$ cat config.mk
export PLATFORM = sky130hd
export DESIGN_NAME = aes_round_ctrl_flat
export DESIGN_NICKNAME = d
export VERILOG_FILES = /design/src/rtl/aes_pkg.sv /design/src/rtl/aes_round_ctrl_if.sv /design/src/rtl/aes_rcon_gen.sv /design/src/rtl/aes_round_ctrl.sv /design/src/flat_wrapper.sv
export SDC_FILE = /design/constraint.sdc
export NUM_CORES = 1
export LEC_CHECK = 0
export CORE_MARGIN = 3
export CORE_UTILIZATION = 45
export DETAILED_ROUTE_END_ITERATION = 6
export GPL_TIMING_DRIVEN = 0
export PLACE_DENSITY = 0.87
export SLEW_MARGIN = 20
export SYNTH_ARGS = -nofsm -noshare
export SYNTH_HDL_FRONTEND = slang
export SYNTH_SLANG_ARGS = --single-unit
$ cat constraint.sdc
create_clock -name clk -period 2.21 [get_ports clk]
set_clock_uncertainty 0.1 [all_clocks]
set_input_delay 0.3315 -clock clk [delete_from_list [all_inputs] [get_ports clk]]
set_output_delay 0.3315 -clock clk [all_outputs]
set_load 0.02 [all_outputs]
$ cat src/rtl/aes_pkg.sv
// Shared types and constants for the iterative AES-128 round sequencer.
package aes_pkg;

  typedef enum logic [2:0] {
    IDLE  = 3'd0,
    INIT  = 3'd1,
    ROUND = 3'd2,
    FINAL = 3'd3,
    DONE  = 3'd4
  } ctrl_state_t;

  localparam logic [7:0] RCON_INIT = 8'h01;
  localparam logic [7:0] RCON_POLY = 8'h1b;

  // Multiply by x in GF(2^8) modulo x^8+x^4+x^3+x+1.
  function automatic logic [7:0] xtime(input logic [7:0] x);
    return {x[6:0], 1'b0} ^ (x[7] ? RCON_POLY : 8'h00);
  endfunction

endpackage

$ cat src/rtl/aes_round_ctrl_if.sv
// Host handshake and datapath control bundle for aes_round_ctrl.
// The abort input exists only when AES_ABORT_EN is defined.
interface aes_round_ctrl_if #(
  parameter int RW = 4
);
  logic          start;
  logic          out_ack;
`ifdef AES_ABORT_EN
  logic          abort;
`endif
  logic          busy;
  logic          ld_state;
  logic          ld_key;
  logic          round_en;
  logic          last_round;
  logic [RW-1:0] round;
  logic [7:0]    rcon;
  logic          done;
  logic          out_valid;

`ifdef AES_ABORT_EN
  modport master (output start, out_ack, abort,
                  input  busy, ld_state, ld_key, round_en, last_round, round, rcon, done, out_valid);
  modport slave  (input  start, out_ack, abort,
                  output busy, ld_state, ld_key, round_en, last_round, round, rcon, done, out_valid);
`else
  modport master (output start, out_ack,
                  input  busy, ld_state, ld_key, round_en, last_round, round, rcon, done, out_valid);
  modport slave  (input  start, out_ack,
                  output busy, ld_state, ld_key, round_en, last_round, round, rcon, done, out_valid);
`endif
endinterface

$ cat src/rtl/aes_rcon_gen.sv
// Round-constant register: clear loads 01, advance steps by xtime; clear wins.
module aes_rcon_gen
  import aes_pkg::*;
(
  input  logic       clk,
  input  logic       reset,
  input  logic       i_clr,
  input  logic       i_adv,
  output logic [7:0] o_rcon
);

  logic [7:0] r_rcon;

  always_ff @(posedge clk or posedge reset) begin
    if (reset)      r_rcon <= RCON_INIT;
    else if (i_clr) r_rcon <= RCON_INIT;
    else if (i_adv) r_rcon <= xtime(r_rcon);
  end

  assign o_rcon = r_rcon;

endmodule

$ cat src/rtl/aes_round_ctrl.sv
// One-round-per-clock AES-128 sequencer: IDLE -> INIT -> ROUND -> FINAL -> DONE.
// Optional AES_ABORT_EN adds an abort input that returns any busy/done state to IDLE.
module aes_round_ctrl
  import aes_pkg::*;
#(
  parameter int NR = 10,
  parameter int RW = 4
) (
  input  logic            clk,
  input  logic            reset,
  aes_round_ctrl_if.slave bus
);

  ctrl_state_t   r_state, w_next;
  logic [RW-1:0] r_round;
  logic          r_done;
  logic          w_rcon_clr, w_rcon_adv;
  logic [7:0]    w_rcon;

  always_ff @(posedge clk or posedge reset) begin
    if (reset) r_state <= IDLE;
    else       r_state <= w_next;
  end

  always_comb begin
    w_next = r_state;
    case (r_state)
      IDLE:    if (bus.start) w_next = INIT;
      INIT:    w_next = (NR == 1) ? FINAL : ROUND;
      ROUND:   if (r_round == RW'(NR - 1)) w_next = FINAL;
      FINAL:   w_next = DONE;
      DONE:    if (bus.out_ack) w_next = IDLE;
      default: w_next = IDLE;
    endcase
`ifdef AES_ABORT_EN
    if (bus.abort && (r_state != IDLE)) w_next = IDLE;
`endif
  end

  // Every return to IDLE (ack, abort, bad encoding) rewinds round and rcon.
  always_ff @(posedge clk or posedge reset) begin
    if (reset)                 r_round <= '0;
    else if (w_next == IDLE)   r_round <= '0;
    else if (r_state == INIT)  r_round <= RW'(1);
    else if (r_state == ROUND) r_round <= r_round + RW'(1);
  end

  // done marks the first DONE cycle only; registered so it stays a Moore output.
  always_ff @(posedge clk or posedge reset) begin
    if (reset) r_done <= 1'b0;
    else       r_done <= (w_next == DONE) && (r_state != DONE);
  end

  assign w_rcon_clr = (w_next == IDLE) || (r_state == INIT);
  assign w_rcon_adv = (r_state == ROUND);

  aes_rcon_gen u_rcon (
    .clk    (clk),
    .reset  (reset),
    .i_clr  (w_rcon_clr),
    .i_adv  (w_rcon_adv),
    .o_rcon (w_rcon)
  );

  always_comb begin
    bus.busy       = 1'b0;
    bus.ld_state   = 1'b0;
    bus.ld_key     = 1'b0;
    bus.round_en   = 1'b0;
    bus.last_round = 1'b0;
    bus.out_valid  = 1'b0;
    case (r_state)
      INIT:  begin bus.busy = 1'b1; bus.ld_state = 1'b1; bus.ld_key = 1'b1; end
      ROUND: begin bus.busy = 1'b1; bus.round_en = 1'b1; end
      FINAL: begin bus.busy = 1'b1; bus.round_en = 1'b1; bus.last_round = 1'b1; end
      DONE:  bus.out_valid = 1'b1;
      default: ;
    endcase
  end

  assign bus.round = r_round;
  assign bus.rcon  = w_rcon;
  assign bus.done  = r_done;

endmodule

$ cat src/flat_wrapper.sv
// flat-port wrapper written by rule: the top's interface ports become plain ports
module aes_round_ctrl_flat import aes_pkg::*;
#(
  parameter int NR = 10,
  parameter int RW = 4
)
  (clk, reset, bus_start, bus_out_ack, bus_busy, bus_ld_state, bus_ld_key, bus_round_en, bus_last_round, bus_round, bus_rcon, bus_done, bus_out_valid);
  aes_round_ctrl_if #(.RW(RW)) bus_i ();
  input  logic clk;
  input  logic reset;
  input wire logic [$bits(bus_i.start)-1:0] bus_start;
  input wire logic [$bits(bus_i.out_ack)-1:0] bus_out_ack;
  output wire logic [$bits(bus_i.busy)-1:0] bus_busy;
  output wire logic [$bits(bus_i.ld_state)-1:0] bus_ld_state;
  output wire logic [$bits(bus_i.ld_key)-1:0] bus_ld_key;
  output wire logic [$bits(bus_i.round_en)-1:0] bus_round_en;
  output wire logic [$bits(bus_i.last_round)-1:0] bus_last_round;
  output wire logic [$bits(bus_i.round)-1:0] bus_round;
  output wire logic [$bits(bus_i.rcon)-1:0] bus_rcon;
  output wire logic [$bits(bus_i.done)-1:0] bus_done;
  output wire logic [$bits(bus_i.out_valid)-1:0] bus_out_valid;
  assign bus_i.start = bus_start;
  assign bus_i.out_ack = bus_out_ack;
  assign bus_busy = bus_i.busy;
  assign bus_ld_state = bus_i.ld_state;
  assign bus_ld_key = bus_i.ld_key;
  assign bus_round_en = bus_i.round_en;
  assign bus_last_round = bus_i.last_round;
  assign bus_round = bus_i.round;
  assign bus_rcon = bus_i.rcon;
  assign bus_done = bus_i.done;
  assign bus_out_valid = bus_i.out_valid;
  aes_round_ctrl #(.NR(NR), .RW(RW)) u_core (.clk(clk), .reset(reset), .bus(bus_i));
endmodule
## After elaboration in Yosys (flattened, before gate mapping)

Cells that the tools add are included.

- Bits in registers: 16
- Latch bits: 0
- RAM bits: 0
- ROM bits: 0
- Bits of input ports: 4
- Output and inout bits: 19
- Memories kept: 0

- Add/sub/neg operators: 1
- Multipliers: 0
- Div/mod/pow operators: 0
- Order comparisons: 0
- Equality and inequality tests: 7
- Shift-type cells: 0
- Muxes and demuxes: 15
- Bitwise logic cells: 1
- Reductions and logical operators: 8

Operator list:

| kind | count |
|---|---|
| two-way mux 8 bit | 2 |
| one-hot mux 3 bit (5 select lines) | 1 |
| two-way mux 4 bit | 3 |
| two-way mux 3 bit | 3 |
| XOR 8 x 5 -> 8 bit | 1 |
| == test 3 x 2 -> 1 bit, second input constant | 2 |
| == test 3 bit, second input constant | 2 |
| zero test 3 bit | 2 |
| two-way mux 1 bit | 5 |
| two-way mux 5 bit | 1 |
| adder 4 x 1 -> 4 bit, second input constant | 1 |
| == test 4 bit, second input constant | 1 |
| == test 3 x 1 -> 1 bit, second input constant | 1 |
| inequality test 3 bit, second input constant | 1 |
| nonzero test 3 bit | 1 |
| OR reduction 3 bit | 1 |
| nonzero test 2 bit | 1 |
| OR reduction 2 bit | 1 |
| logical AND 1 bit | 1 |
| logical OR 1 bit | 1 |

## Depth between registers and ports, before layout

Gate-level depths: netlist (run 1).

- Depth in word-level cells: 6
- Mapped depth: 6
- Mapped depth without buffers: 6

## Cells and area by module

From an unflattened synthesis (run 1), not the netlist that was laid out.

- Cell total of the unflattened synthesis: 80
- Area total of the unflattened synthesis: 810.8 um2

By module, submodules not included:

| module | instances | cells each | area each (um2) | sequential area each (um2) |
|---|---|---|---|---|
| aes_round_ctrl | 1 | 49 | 457.9 | 200.2 |
| aes_rcon_gen | 1 | 31 | 352.8 | 201.4 |

## Worst setup path before layout (run 1)

Ideal clock, no wire load.

- Kind: flip-flop to output port
- From: register u_core.r_state[1]
- To: output port bus_ld_state
- Data arrival time: 1.395 ns
- Required time: 1.779 ns
- Slack: 0.383 ns
- Stages on the path, launching flop included: 4
- Path buffers: 2
- Cell sequence: dfrtp_1 > buf_4 > nor3_1 > buf_4

- Word-level cells in the longest chain between the ends: 2

Ends and longest elaborated chain:

| what | line | text |
|---|---|---|
| start, declared | aes_round_ctrl.sv:14 | `ctrl_state_t r_state, w_next;` |
| start signal, assigned | aes_round_ctrl.sv:22 | `else r_state <= w_next;` |
| == test 3 x 1 -> 1 bit | -- |  |
| two-way mux 1 bit | -- |  |
| end, declared | flat_wrapper.sv:14 | `output wire logic [$bits(bus_i.ld_state)-1:0] bus_ld_state;` |

No other way between the ends.

## Worst setup path after layout (run 1)

- From: register u_core.r_state[1]
- To: output port bus_busy

- Word-level cells in the longest chain between the ends: 3
- Elaborated cells on any way between the ends: 5
- Classes of those cells: eq/ne (3); mux (1); reduce/logical (1)

Ends and longest elaborated chain:

| what | line | text |
|---|---|---|
| == test 3 x 2 -> 1 bit or == test 3 x 1 -> 1 bit (tied branches) | aes_round_ctrl.sv:72 | `case (r_state)` |
| OR reduction 3 bit (no source line) (*) | -- |  |
| two-way mux 1 bit (*) | aes_round_ctrl.sv:72 |  |
| end, declared | flat_wrapper.sv:13 | `output wire logic [$bits(bus_i.busy)-1:0] bus_busy;` |

Mark *: on every way between the ends. The rest lies on a longest branch, timed or not.

==> flow_metrics.tcl, run 1 <==
set metrics [dict create \
    io_buffers 22 \
    max_slew.worst_pin.slew_ps 589 \
    async_flop_share 1.00 \
    path_class "flip-flop to primary output" \
    setup_viol 0 \
    met2_usage 0.245 \
    worst_setup_path_start_kind "flip-flop" \
    slew_headroom 0.607 \
    ys_ff_latch 16 \
    grtUsageMet3 0.0338 \
    clk_pin_slew_ps 90 \
    antenna_found_initial 0 \
    netlist_area_um2 792 \
    grt_start_max_net_pins 17 \
    viasPerCell 5.42 \
    syn_area_per_cell_um2 10.6 \
    die_y_um 48.0 \
    start_util 0.502 \
    clock_latency_ps 280 \
    status "complete, no violations" \
    cts_tree "built" \
    area_delta_synth_final_pct 37.0 \
    drc 0 \
    num_rows 14 \
    ys.flop_type "dfrtp_1" \
    synthCells 75 \
    power_per_cell_area_nw_per_um2 1380 \
    leakage_nw 0.566 \
    min_period_ps 2020 \
    n_antenna_cell 0 \
    met1_usage 0.211 \
    synth_fp_nets 81 \
    cts_buffers 3 \
    first_iter_violations 16 \
    cts.hold.buffers_added 0 \
    maxCapViolations 0 \
    grt_use_total 0.158 \
    cts_buffer_depth 2 \
    globalplace.congestion 0.810 \
    ioPinCount 23 \
    yosysSeqAreaShare 0.507 \
    drtAntennaViolNets 0 \
    die_area_um2 2300 \
    worstPathRequired_ps 1780 \
    overflow 0 \
    yosysWarningCount 0 \
    final_hold_viol_count 0 \
    rsz0062_at_grt "false" \
    wirelength_mm 1.58 \
    via_count 634 \
    finalSetupTns_ps 0 \
    cp-end-kind "primary output" \
    post-route-util 0.688 \
    die_w_um 48.0 \
    cts-root-buf "clkbuf_4" \
    first_pass_iters 4 \
    place_ws_ps 80.8 \
    grt_pass1_vias 568 \
    drive_gt1_frac 0.139 \
    busiest_layer "met2" \
    final.setup.worst_slack_ps 193 \
    p_total_mw 1.49 \
    ys_types 33 \
    grt_first_pass_wirelength_mm 2.55 \
    irDropWorstVdd_mv 0.755 \
    synth-edff-count 0 \
    cts_sinks 16 \
    drv_slew 0 \
    finalCritPeriodShare 0.913 \
    core_area_um2 1580 \
    htreeDepth 1 \
    fmaxAchievable_mhz 496 \
    wl_per_cell_um 13.5 \
    crit_arrival_ps 1590 \
    place_hpwl_mm 1.17 \
    nNetsFinal 108 \
    path_max_fanout 8 \
    hp-class "input pin to asynchronous set/reset pin" \
]
-- placed cells by master (no fill, tap or decap), types with 2 or more instances in the layout --
| master | n |
|---|---|
| dlygate4sd2_1 | 2 |
| xor2_1 | 2 |
| nand2_1 | 2 |
| a22o_1 | 7 |
| inv_1 | 6 |
| o21ai_0 | 3 |
| dlymetal6s2s_1 | 3 |
| nor2b_1 | 2 |
| clkdlybuf4s50_1 | 17 |
| buf_4 | 3 |
| dfrtp_1 | 15 |
| nand3_1 | 2 |
| nor2_1 | 3 |
| ha_1 | 2 |
| and2_1 | 2 |
| a21oi_1 | 4 |
| o31ai_1 | 2 |
| clkbuf_4 | 3 |
-- worst paths after layout --
check,startpoint,endpoint,slack (ps),cells after the start
setup / recovery,u_core.r_state[1],bus_busy,190,4
hold / removal,reset,u_core.r_state[2],300,2
setup reg to reg,u_core.r_state[2],u_core.bus.round[0],520,5
hold reg to reg,u_core.r_state[0],u_core.r_state[0],440,1
max in group asynchronous,reset,u_core.u_rcon.o_rcon[7],1320,2
min in group clk,u_core.r_state[0],u_core.r_state[0],440,1
-- cells by family (layout without fill, tap and decap cells) --
group | count (synthesis) | in the layout | synth area share
multiplexers | 1 | 1 | 0.0126
flip-flops | 16 | 16 | 0.507
adder cells (fa/ha/maj) | 2 | 2 | 0.0316
buffers and inverters | 12 | 38 | 0.0727
AND/OR/NAND/NOR | 21 | 21 | 0.153
AO/OA/AOI/OAI | 20 | 20 | 0.190
XOR/XNOR | 3 | 3 | 0.0332
-- state kept, by name, summed over array words and instances (netlist names) --
signal,cells
u_core.r_state,3
u_core.u_rcon.o_rcon,8
u_core.bus.round,4
u_core.bus.done,1
-- worst max-delay path: stages (launching register included) --
cell and delay (ps):
dfrtp_1 370, buf_4 160, nor2_1 170, nor2_1 60, clkdlybuf4s50_1 540
-- metal layers --
metal | wire length, um | part of all wire
met2 | 745 | 0.47
met1 | 740 | 0.47
met5 | 0 | 0
met3 | 61 | 0.039
met4 | 28 | 0.018
-- cell usage after synthesis (2+ instances only) --
master   instances  share of area
buf_4            3          0.028
ha_1             2          0.032
xor2_1           2          0.022
nor2b_1          2          0.016
o21ai_0          3          0.019
nand2_1          2         0.0095
nor3_1           2          0.013
o31ai_1          2          0.019
inv_1            6          0.028
nor2_1           3          0.014
a22o_1           7          0.077
nand3_1          2          0.013
dfrtp_1         15           0.47
a21oi_1          4          0.025
and2_1           2          0.016
-- repair_timing --
action                     CTS  global route
setup endpoints to repair    2             3
buffers inserted             0             0
gates resized for setup      4             3
-- layout make-up --
type                    instances  area (um^2)
plain buffers                   5         31.3
inverters                       7         26.3
multi-input cells              47          344
well taps                      16         20.0
flip-flops and latches         16          402
repair buffers                 22          225
clock buffers                   4         36.3
fillers                       118          492
-- report_power, final --
| part | total, mW | internal, mW | leakage, nW | switching, mW |
|---|---|---|---|---|
| registers | 0.491 | 0.393 | 0.212 | 0.0982 |
| clock network | 0.192 | 0.100 | 0.0210 | 0.0921 |
| logic | 0.811 | 0.390 | 0.333 | 0.421 |
| total | 1.49 | 0.884 | 0.566 | 0.611 |
-- metrics by stage --
step,cell area [um^2],std cells,hold WS [ps]
floorplan,792,75,145
global placement,1030,113,416
global route,1080,117,356
CTS,1080,117,327
finish,1080,117,302
detailed placement,1030,113,422
No activity file was read; power rests on OpenSTA's default activity.
==> run 2: changes to the inputs <==
--- a/config.mk
+++ b/config.mk
@@ -5,6 +5,7 @@
 export SDC_FILE = /design/constraint.sdc
 export NUM_CORES = 1
 export LEC_CHECK = 0
+export CAP_MARGIN = 20
 export CORE_MARGIN = 3
 export CORE_UTILIZATION = 45
 export DETAILED_ROUTE_END_ITERATION = 6
==> results of run 2 <==
No change in the layout: final DEF, timing and power equal those of run 1.
==> run 3: changes to the inputs <==
--- a/config.mk
+++ b/config.mk
@@ -10,6 +10,7 @@
 export CORE_UTILIZATION = 45
 export DETAILED_ROUTE_END_ITERATION = 6
 export GPL_TIMING_DRIVEN = 0
+export HOLD_SLACK_MARGIN = 0.12
 export PLACE_DENSITY = 0.87
 export SLEW_MARGIN = 20
 export SYNTH_ARGS = -nofsm -noshare
==> results of run 3 <==
No change in the layout: final DEF, timing and power equal those of run 1.
